## src/rtl/mc_ctrl_pkg.sv

```systemverilog
// mc_ctrl_pkg: shared state encoding, opcode map and defaults for mc_control_unit
package mc_ctrl_pkg;
  localparam int OP_W_DEF = 4;
  typedef enum logic [2:0] {
    S_IDLE   = 3'd0,
    S_DECODE = 3'd1,
    S_EXEC   = 3'd2,
    S_MEM    = 3'd3,
    S_WB     = 3'd4,
    S_FAULT  = 3'd5
  } state_t;
  localparam logic [7:0] OP_ALU_R  = 8'd0;
  localparam logic [7:0] OP_ALU_I  = 8'd1;
  localparam logic [7:0] OP_LOAD   = 8'd2;
  localparam logic [7:0] OP_STORE  = 8'd3;
  localparam logic [7:0] OP_BRANCH = 8'd4;
  localparam logic [7:0] OP_JUMP   = 8'd5;
  function automatic logic op_legal(input logic [7:0] op);
    return op <= OP_JUMP;
  endfunction
endpackage

```

## src/rtl/mc_wait_timer.sv

```systemverilog
// mc_wait_timer: 8-bit wait counter flagging when the count reaches limit
module mc_wait_timer (
  input  logic       clk,
  input  logic       rst_n,
  input  logic       clear,
  input  logic       en,
  input  logic [7:0] limit,
  output logic       expired
);
  logic [7:0] cnt;
  always_ff @(posedge clk)
    if (!rst_n || clear) cnt <= 8'd0;
    else if (en) cnt <= cnt + 8'd1;
  assign expired = cnt == limit;
endmodule

```

## src/rtl/mc_control_unit.sv

```systemverilog
// mc_control_unit: Moore control FSM sequencing decode, execute, memory and writeback
module mc_control_unit
  import mc_ctrl_pkg::*;
#(
  parameter int OP_W        = OP_W_DEF,
  parameter int MEM_TIMEOUT = 16
) (
  input  logic            clk,
  input  logic            rst_n,
  input  logic            instr_valid,
  input  logic [OP_W-1:0] opcode,
  output logic            instr_ready,
  input  logic            mem_ack,
  output logic            mem_req,
  output logic            mem_we,
  output logic            branch_en,
  output logic            jump_en,
  output logic            immediate_en,
  output logic            reg_write,
  output logic            fault,
  input  logic            fault_clr,
  output logic [2:0]      state_o
);
  state_t state, state_nx;
  logic [OP_W-1:0] op_q;
  logic [7:0] op;
  logic expired, alu_r, alu_i, ld, st, br, jp;
  assign op    = 8'(op_q);
  assign alu_r = op == OP_ALU_R;
  assign alu_i = op == OP_ALU_I;
  assign ld    = op == OP_LOAD;
  assign st    = op == OP_STORE;
  assign br    = op == OP_BRANCH;
  assign jp    = op == OP_JUMP;
  assign state_o = state;
  mc_wait_timer u_timer (
    .clk     (clk),
    .rst_n   (rst_n),
    .clear   (state != S_MEM),
    .en      (state == S_MEM && !mem_ack),
    .limit   (8'(MEM_TIMEOUT - 1)),
    .expired (expired)
  );
  always_ff @(posedge clk)
    if (!rst_n) begin
      state <= S_IDLE;
      op_q  <= '0;
    end else begin
      state <= state_nx;
      if (state == S_IDLE && instr_valid) op_q <= opcode;
    end
  always_comb begin
    state_nx     = state;
    instr_ready  = 1'b0;
    mem_req      = 1'b0;
    mem_we       = 1'b0;
    branch_en    = 1'b0;
    jump_en      = 1'b0;
    immediate_en = 1'b0;
    reg_write    = 1'b0;
    fault        = 1'b0;
    unique case (state)
      S_IDLE: begin
        instr_ready = 1'b1;
        state_nx    = instr_valid ? S_DECODE : S_IDLE;
      end
      S_DECODE: state_nx = op_legal(op) ? S_EXEC : S_FAULT;
      S_EXEC: begin
        immediate_en = alu_i || ld || st;
        branch_en    = br;
        jump_en      = jp;
        state_nx     = (alu_r || alu_i) ? S_WB : (ld || st) ? S_MEM : S_IDLE;
      end
      // an ack in the expiry cycle still completes the access
      S_MEM: begin
        mem_req  = 1'b1;
        mem_we   = st;
        state_nx = mem_ack ? (ld ? S_WB : S_IDLE) : expired ? S_FAULT : S_MEM;
      end
      S_WB: begin
        reg_write = 1'b1;
        state_nx  = S_IDLE;
      end
      S_FAULT: begin
        fault    = 1'b1;
        state_nx = fault_clr ? S_IDLE : S_FAULT;
      end
      default: state_nx = S_IDLE;
    endcase
  end
endmodule

```

## config.mk

```make
export PLATFORM = sky130hd
export DESIGN_NAME = mc_control_unit
export DESIGN_NICKNAME = d
export VERILOG_FILES = /design/src/rtl/mc_ctrl_pkg.sv /design/src/rtl/mc_wait_timer.sv /design/src/rtl/mc_control_unit.sv
export SDC_FILE = /design/constraint.sdc
export NUM_CORES = 1
export LEC_CHECK = 0
export ABC_AREA = 1
export CAP_MARGIN = 20
export CORE_AREA = 2 2 48 50
export CTS_BUF_LIST = sky130_fd_sc_hd__clkbuf_16
export CTS_CLUSTER_SIZE = 30
export DETAILED_ROUTE_END_ITERATION = 12
export DIE_AREA = 0 0 50 52
export PLACE_DENSITY_LB_ADDON = 0.12
export RECOVER_POWER = 25
export SYNTH_ARGS = -nofsm -noshare
export SYNTH_HDL_FRONTEND = slang
export SYNTH_HIERARCHICAL = 1
export SYNTH_SLANG_ARGS = --single-unit
```

## constraint.sdc

```tcl
create_clock -name clk -period 1.9 [get_ports clk]
set_input_delay 0.19 -clock clk [delete_from_list [all_inputs] [get_ports clk]]
set_output_delay 0.19 -clock clk [all_outputs]
set_load 0.01 [all_outputs]
```

==> out/metrics.csv <==
stage,metric,value,unit
yosys,syn avg cell area,5.71,um^2
pwr,Power Dens Cells,679,mW/mm^2
setup_path,worst r2r dst,u_timer/cnt[1]$_SDFFE_PP0P_,
routing,WL/cell,8.84,um
yosys,sequential area share after synthesis,30.0,%
flow_run,max cap viols,0,
sta,setup TNS,0,ns
setup_path,crit path from,state_o[2]$_SDFF_PN0_,
floorplanning,row cnt,17,
cells_and_area,Nets,222,
clock_network,CTS tree,yes,
yosys,Synth top cells by count,"nand2_1 (46), nor2_1 (35), inv_1 (31)",
clock_network,root buffer cell,clkbuf_16,
floorplanning,die height,52,um
routing,DRT Pass-1 Iters,4,
floorplanning,total die area,0.00260,mm^2
routing,post-route ant nets,0,
global_route,first-pass GRT wire length,3.70,mm
min_path,min-delay src,u_timer/cnt[6]$_SDFFE_PP0P_,
cells_and_area,"Area growth, synth to finish",34.7,%
setup_path,R2R setup slack,0.31,ns
yosys,post-synth cell types,19,
setup_path,R2R depth,6,
setup_path,CP Max Fanout,7,
global_route,pin count of the biggest net entering global routing,10,
placement,dpl cell area,0.00127,mm^2
floorplanning,Std-Cell Core Area,0.00211,mm^2
yosys,Syn Std Cell Area,1000,um^2
clock_network,clock sink count,15,
sta,Worst Max-Slew Pin Slew,0.527,ns
floorplanning,DIE WIDTH,50,um
global_route,vias in the first global route,958,
yosys,Yosys reg bits,15,
sta,number of setup violations in the final report,0,
run_status,status,"finished, final reports clean",
yosys,Synth Instances,175,
cells_and_area,post-route design area,0.00135,mm^2
sta,fmax,554,MHz
yosys,largest area contributor in the netlist,dfxtp_1,
clock_network,clock tree buffer depth,2,
sta,final period utilization,95.0,%
cells_and_area,Layout fillers,200,
clock_network,Clock Latency Late Sink,0.24,ns
cells_and_area,# diodes,0,
global_route,GRT Overall Usage,18.9,%
sta,Slew Limit Fails,0,
global_route,antenna violations before repair,0,
min_path,Min-Delay Path Depth,2,
clock_network,TritonCTS Buffers,3,
floorplanning,# IOs,20,
placement,HPWL after DPL,1.67,mm
setup_path,Setup CP Type,reg -> out,
routing,via count,1071,
sta,worst setup margin,0.0947,ns
setup_path,Crit. End Element,primary output,
yosys,Synth Flop Type,dfxtp_1,
sta,clock skew,0.000499,ns
pwr,Worst IR Drop VDD,510,uV
clock_network,number of setup buffers added after CTS,0,
global_route,gr ovfl total,0,
cells_and_area,ratio of cells with drive above 1 in the final layout,6.64,%
setup_path,Critical Path RT,1.71,ns
yosys,"top cells by area, synth","dfxtp_1 (30%), nand2_1 (17%), nor2_1 (13%)",
clock_network,cts hold-fix bufs,0,
yosys,Synth top area share,30.0,%
yosys,most common cell in the synthesized netlist,nand2_1,
min_path,WHS Endpoint,u_timer/cnt[6]$_SDFFE_PP0P_,
routing,Residual DRC,0,
clock_network,H-tree levels,1,
routing,DRC marker count from the first detailed-route iteration,21,
min_path,min-delay worst type,reg -> reg,
setup_path,CP Launch Type,flip-flop,
placement,routability cong.,0.855,
setup_path,Worst EP arrival,1.62,ns
sta,fin crit period,1.81,ns
yosys,yosys warns,6,
routing,Routed Wire Length,2.11,mm
routing,Via density,4.48,
setup_path,FF-to-FF Start,state_o[1]$_SDFF_PN0_,
placement,PortBufs,19,
clock_network,Clock transition at path regs,0.05,ns
sta,RSZ-0062 raised after global routing,no,
sta,Slew headroom,64.8,%
floorplanning,Starting Density,47.5,%
yosys,"EDFF count, synth",0,
sta,hold violation count in the final report,0,
pwr,Leak,0.645,nW
placement,DP Worst Slack,0.212,ns
yosys,Async SR Flop Fraction,0,%
==> report_power, final <==
group          internal [mW]  leakage [nW]  switching (mW)
Sequential             0.332         0.123          0.0223
Combinational         0.0684         0.480          0.0852
Clock                  0.279        0.0423           0.128
Total                  0.679         0.645           0.235
==> cells by family (layout without fill, tap and decap cells) <==
group	after synthesis	in the layout	share of synthesized area, %
AO/OA/AOI/OAI	19	19	9.76
other	2	16	0.751
buffers and inverters	33	55	12.5
flip-flops	15	15	30.0
adder cells (fa/ha/maj)	1	1	1.25
AND/OR/NAND/NOR	105	105	45.7
==> how the worst max path moves through the flow <==
stage / to / slack (ns)
after floorplan: u_timer/cnt[4]$_SDFFE_PP0P_ / 0.43
final: immediate_en / 0.09
after CTS: immediate_en / 0.01
after global placement: mem_we / 0.21
after detailed placement: mem_we / 0.21
after global routing: immediate_en / 0.02
==> placed cells by master (no fill, tap or decap), drive strengths merged <==
| cell type | synthesis | layout |
|---|---|---|
| clkbuf | 0 | 3 |
| a211oi | 1 | 1 |
| clkdlybuf4s50 | 0 | 16 |
| inv | 32 | 33 |
| ha | 1 | 1 |
| nor3 | 4 | 4 |
| o21ai | 7 | 7 |
| nor2 | 39 | 39 |
| dlygate4sd2 | 0 | 2 |
| a21oi | 11 | 11 |
| nand3 | 10 | 10 |
| conb | 2 | 16 |
| dlymetal6s2s | 0 | 1 |
| nand2 | 50 | 50 |
| dfxtp | 15 | 15 |
| nor4 | 2 | 2 |
==> per-layer routing <==
layer | GRT usage [%] | share of wire (%)
met3 | 5.17 | 4.8
met4 | 8.33 | 1.5
met5 | 0 | 0
met1 | 18.8 | 42
met2 | 36.2 | 51
==> flip-flops by register name, summed over array words and instances, names as in the netlist <==
name,count
op_q,4
state_o,3
u_timer/cnt,8
==> final cells by class <==
| type | count | area [um^2] | share of cell area (%) |
|---|---|---|---|
| Clock buffer | 3 | 75.1 | 5.58 |
| Clock inverter | 1 | 3.75 | 0.279 |
| Inverter | 32 | 120 | 8.92 |
| Multi-Input combinational cell | 141 | 619 | 46.0 |
| Sequential cell | 15 | 303 | 22.5 |
| Tap cell | 28 | 35.0 | 2.60 |
| Timing Repair Buffer | 19 | 190 | 14.1 |
==> through the flow <==
stage	instances	total power, mW	hold WS (ns)	util, %
floorplan	189	0.452	0.294	-
global placement	235	0.511	0.478	60.4
detailed placement	235	0.512	0.483	60.4
CTS	239	0.923	0.491	64.2
global route	239	0.960	0.537	63.9
finish	239	0.915	0.487	63.9
==> critical path: stages (launching register included) <==
cell and delay (ns):
dfxtp_1 0.37, inv_2 0.15, nand3_2 0.11, a211oi_1 0.17
clkdlybuf4s50_1 0.57
==> repair_timing <==
item	in CTS	in global routing
hold endpoints to repair	0	0
endpoints found under the setup margin	3	2
gates resized for setup	4	2
gates cloned	0	0
No activity file was read; power rests on OpenSTA's default activity.
==> variant 1, RTL diff (same settings) <==
Change the package constant `OP_W_DEF` from 4 to 6.
--- a/src/rtl/mc_ctrl_pkg.sv
+++ b/src/rtl/mc_ctrl_pkg.sv
@@ -2,3 +2,3 @@
 package mc_ctrl_pkg;
-  localparam int OP_W_DEF = 4;
+  localparam int OP_W_DEF = 6;
   typedef enum logic [2:0] {
Interface: changed (resized opcode); port bits go from 20 to 22. The function was not compared with the original's and may differ.
==> variant 1 against the original RTL <==
  * Worst setup slack better by 4.4 ps
  * Clock power up 5.2%
  * Sequential share of layout area up 0.97 points
  * Hold slack worse by 5.9 ps
  * First-iteration DRC count up 100%
  * Final cell count up 4.6%
  * Critical path type unchanged
  * Cell area up 8.6%
  * Routed wire length up 14%
  * Register-to-register slack better by 180 ps
  * Area after synthesis up 7.1%
  * Largest power group unchanged
  * Total power up 18%
  * Sequential cell count up 2
==> variant 1: results (changes against the original RTL) <==
stage	metric	value	unit	change
synth	ys_top_cells_by_count	sky130_fd_sc_hd__nand2_1 (49), sky130_fd_sc_hd__nor2_1 (34), sky130_fd_sc_hd__inv_1 (31)		
placement	place_ws	272	ps	+59.6 ps
run_status	status	completed		
detailed_routing	drt-initial-drc-count	43		+100%
synth	synth_cell_type_count	18		-1
cells_and_area	filler_cell_count	176		-12%
cells_and_area	num-nets-final	235		+5.9%
sta	worst_clock_skew	3.18	ps	+2.68 ps
synth	synth_seq_area_share	0.318		+0.0174
pwr	peak_ir_drop_on_the_vdd_network	0.591	mV	+16%
detailed_routing	postRouteWirelength	2420	um	+14%
synth	post_synth_main_area_contributors	sky130_fd_sc_hd__dfxtp_1 (32%), sky130_fd_sc_hd__nand2_1 (17%), sky130_fd_sc_hd__nor2_1 (12%), sky130_fd_sc_hd__inv_1 (11%), sky130_fd_sc_hd__a21oi_1 (6.5%)		
grt	global_route.usage.total	0.191		+0.00232
grt	grt_pass1_wl	3830	um	+3.5%
placement	placed_cell_area	1360	um^2	+7.0%
placement	portBuffers	21		+2
pwr	cellLeakagePower	0.677	nW	+5.0%
clock_network	clk_path_buf_depth	2		unchanged
critical_path	setup.worst_path.start	op_q[2]$_SDFFE_PN0P_		
grt	grt_max_degree	13		+3
detailed_routing	routed_via_density	4.71		+5.1%
critical_path	critical_path.max_stage_delay	540	ps	-30 ps
placement	hpwl_after_detailed_placement	1830	um	+9.7%
cells_and_area	finish.cell_count_without_fillers	250		+4.6%
placement	gp_congestion	0.893		+4.5%
grt	grt_pass1_vias	997		+4.1%
synth	instance_count_of_the_mapped_netlist	184		+5.1%
## variant 1: power breakdown
group          switching (mW)  leakage, nW  internal, mW
Clock                   0.146       0.0409         0.282
Combinational           0.139        0.497         0.103
Sequential             0.0299        0.139         0.384
Total                   0.315        0.677         0.769
## variant 1: cell type report
class,count,area share
timing repair buffer,21,0.146
clock buffer,3,0.0514
inverter,33,0.0848
sequential,17,0.235
clock inverter,1,0.00342
tap,28,0.0240
multi-input combinational,147,0.456
## variant 1: final timing paths
check                           endpoint  slack (ps)  cells after the start
max                              jump_en         100                      5
min          u_timer/cnt[6]$_SDFFE_PP0P_         480                      2
max reg2reg  u_timer/cnt[4]$_SDFFE_PP0P_         490                      9
min reg2reg  u_timer/cnt[6]$_SDFFE_PP0P_         480                      2
## variant 1: routing by layer
metal,track usage,share of wire,up-vias
met4,0.0833,0.015,0
met2,0.349,0.51,36
li1,-,-,620
met5,0,0,-
met1,0.222,0.43,516
met3,0.0259,0.043,5
## variant 1: cell families (layout without fill, tap and decap cells)
logic type	after synthesis	in the layout	synth area share
other	2	16	0.00701
and+or+nand+nor	108	108	0.436
buffers and inverters	34	58	0.123
adders and majority gates	1	1	0.0117
AOI/OAI and AO/OA	22	22	0.105
DFF	17	17	0.318
## variant 1: critical path: cells and delay by family (launching register included)
family,cells,cell delay (ps)
buffers and inverters,2,620
and+or+nand+nor,3,360
DFF,1,370
==> variant 2, RTL diff (config.mk and constraints unchanged) <==
Without the edit above. Make the reset (`rst_n`) asynchronous in one clocked block.
--- a/src/rtl/mc_control_unit.sv
+++ b/src/rtl/mc_control_unit.sv
@@ -43,3 +43,3 @@
   );
-  always_ff @(posedge clk)
+  always_ff @(posedge clk or negedge rst_n)
     if (!rst_n) begin
Behaviour: differs if rst_n is asserted again (counterexample within 4 cycles, from zero or initial values and one cycle with rst_n low); with rst_n held inactive, the same outputs for 10 cycles.
==> variant 2 against the original RTL <==
  * Worst setup slack better by 45 ps
  * First-iteration DRC count is 14% lower
  * Routed wire length is 2.7% higher
  * Area after synthesis down 0.63%
  * Sequential cell count unchanged
  * Largest cell class unchanged
  * Cell area increased by 4.6%
Power is not compared: it rests on default switching activity, and its combinational part moved more than twofold at a synthesized area within 25%.
==> variant 2: results (changes against the original RTL) <==
stage	metric	value	unit	change
run_status	status	completed		
clock_network	cts.clk_slew.worst_paths	50	ps	about the same
grt	gr-usage-met3	0.0259		-0.0259
grt	globalRouteMet1Util	0.231		+0.0429
pwr	peak_ir_drop_on_the_vdd_network	0.648	mV	
grt	grt_pass1_vias	940		-1.9%
placement	gp_congestion	0.848		-0.85%
cells_and_area	largest_reg_flops	8		unchanged
grt	grt_max_degree	9		-1
synth	synth_seq_area_share	0.338		+0.0372
synth	synth_flop_cell	sky130_fd_sc_hd__dfxtp_1		
placement	hpwl_after_detailed_placement	1630	um	-2.1%
cells_and_area	post_route_cells_drive_above_1_share	0.124		+0.0574
synth	synth-adder-area-share	0.0126		+0.0000788
synth	synthXorXnorAreaFrac	0		unchanged
synth	post_synth_main_area_contributors	sky130_fd_sc_hd__nand2_1 (19%), sky130_fd_sc_hd__dfrtp_1 (18%), sky130_fd_sc_hd__dfxtp_1 (16%), sky130_fd_sc_hd__nor2_1 (11%), sky130_fd_sc_hd__inv_1 (9.1%)		
pwr	power_density	1040	nW/um^2	
cells_and_area	num-nets-final	213		-4.1%
pwr	cellInternalPower	0.938	mW	
grt	grt_util_met2	0.325		-0.0373
placement	place_ws	162	ps	-50.4 ps
critical_path	path_delay_family	buffers and inverters		
synth	synth-compound-area-share	0.0403		-0.0573
critical_path	critical_path.max_stage_delay	560	ps	
critical_path	ff2ff_path_depth	8		+2
clock_network	clk_path_buf_depth	2		unchanged
critical_path	cp_data_arrival_time	1570	ps	-50 ps
synth	synth_cell_type_count	24		+5
grt	global_route.usage.total	0.191		+0.00182
clock_network	cts-buffers-inserted	3		unchanged
synth	share_of_synthesized_registers_carrying_an_async_set_or_reset	0.467		+0.467
detailed_routing	drt-initial-drc-count	18		-14%
detailed_routing	wl_per_cell	9.43	um	+6.7%
cells_and_area	registers.top_by_ff_count	u_timer/cnt		
pwr	clkPwrFrac	0.274		
synth	ys_top_cells_by_count	sky130_fd_sc_hd__nand2_1 (50), sky130_fd_sc_hd__nor2_1 (28), sky130_fd_sc_hd__inv_1 (24)		
detailed_routing	num_vias	994		-7.2%
synth	yosys-mux-area-fraction	0		unchanged
critical_path	crit_path_max_fanout	5		-2
grt	grt_pass1_wl	3750	um	+1.5%
sta	worst_clock_skew	2.53	ps	+2.03 ps
cells_and_area	antenna_cells_inserted	0		unchanged
worst_hold_path	class_of_the_worst_hold_path	primary input to asynchronous set/reset pin		
variant 2: changes by cell type after synthesis, sizes merged, moves of 3 or more:
cell,change
nor2,-8
dfrtp,+7
o21ai,-5
a21oi,-5
dfxtp,-7
nand3,+5
inv,-6
nand2,+3
variant 2: path summary, 6_finish.rpt:
path / from / to / slack, ps
max reg2reg: state_o[2]$_DFF_PN0_ / u_timer/cnt[4]$_SDFFE_PP0P_ / 460
min in group clk: u_timer/cnt[6]$_SDFFE_PP0P_ / u_timer/cnt[6]$_SDFFE_PP0P_ / 490
min: rst_n / op_q[2]$_DFFE_PN0N_ / 450
max: state_o[0]$_DFF_PN0_ / reg_write / 140
min reg2reg: u_timer/cnt[6]$_SDFFE_PP0P_ / u_timer/cnt[6]$_SDFFE_PP0P_ / 490
max in group asynchronous: rst_n / state_o[0]$_DFF_PN0_ / 1110
variant 2: timing repair:
item,in CTS,in global routing
resized for setup,4,6
endpoints found under the setup margin,4,3
buffers inserted,0,3
variant 2: routing by layer:
metal	wire (um)	up-vias
met1	1030	414
met3	62	2
met2	1060	17
met5	0	-
li1	-	561
met4	16	0
variant 2: metrics by stage:
stage               hold slack, ps   util  cells  cell area (um^2)
floorplan                     -106      -    173              1050
global placement               473  0.614    223              1290
detailed placement             482  0.614    223              1290
CTS                            273  0.652    227              1370
global route                   491  0.669    230              1410
finish                         446  0.669    230              1410
variant 2: layout make-up:
class | count | area [um^2]
timing repair buffer | 25 | 238
inverter | 26 | 97.6
clock inverter | 1 | 3.75
clock buffer | 3 | 75.1
multi-input combinational | 132 | 621
sequential | 15 | 339
fill | 192 | 697
tap | 28 | 35.0
variant 2: worst register-to-register path, delay by kind of cell, from the launching register on:
family | cells | cell delay [ps]
DFF | 1 | 430
and+or+nand+nor | 7 | 790
buffers and inverters | 1 | 110
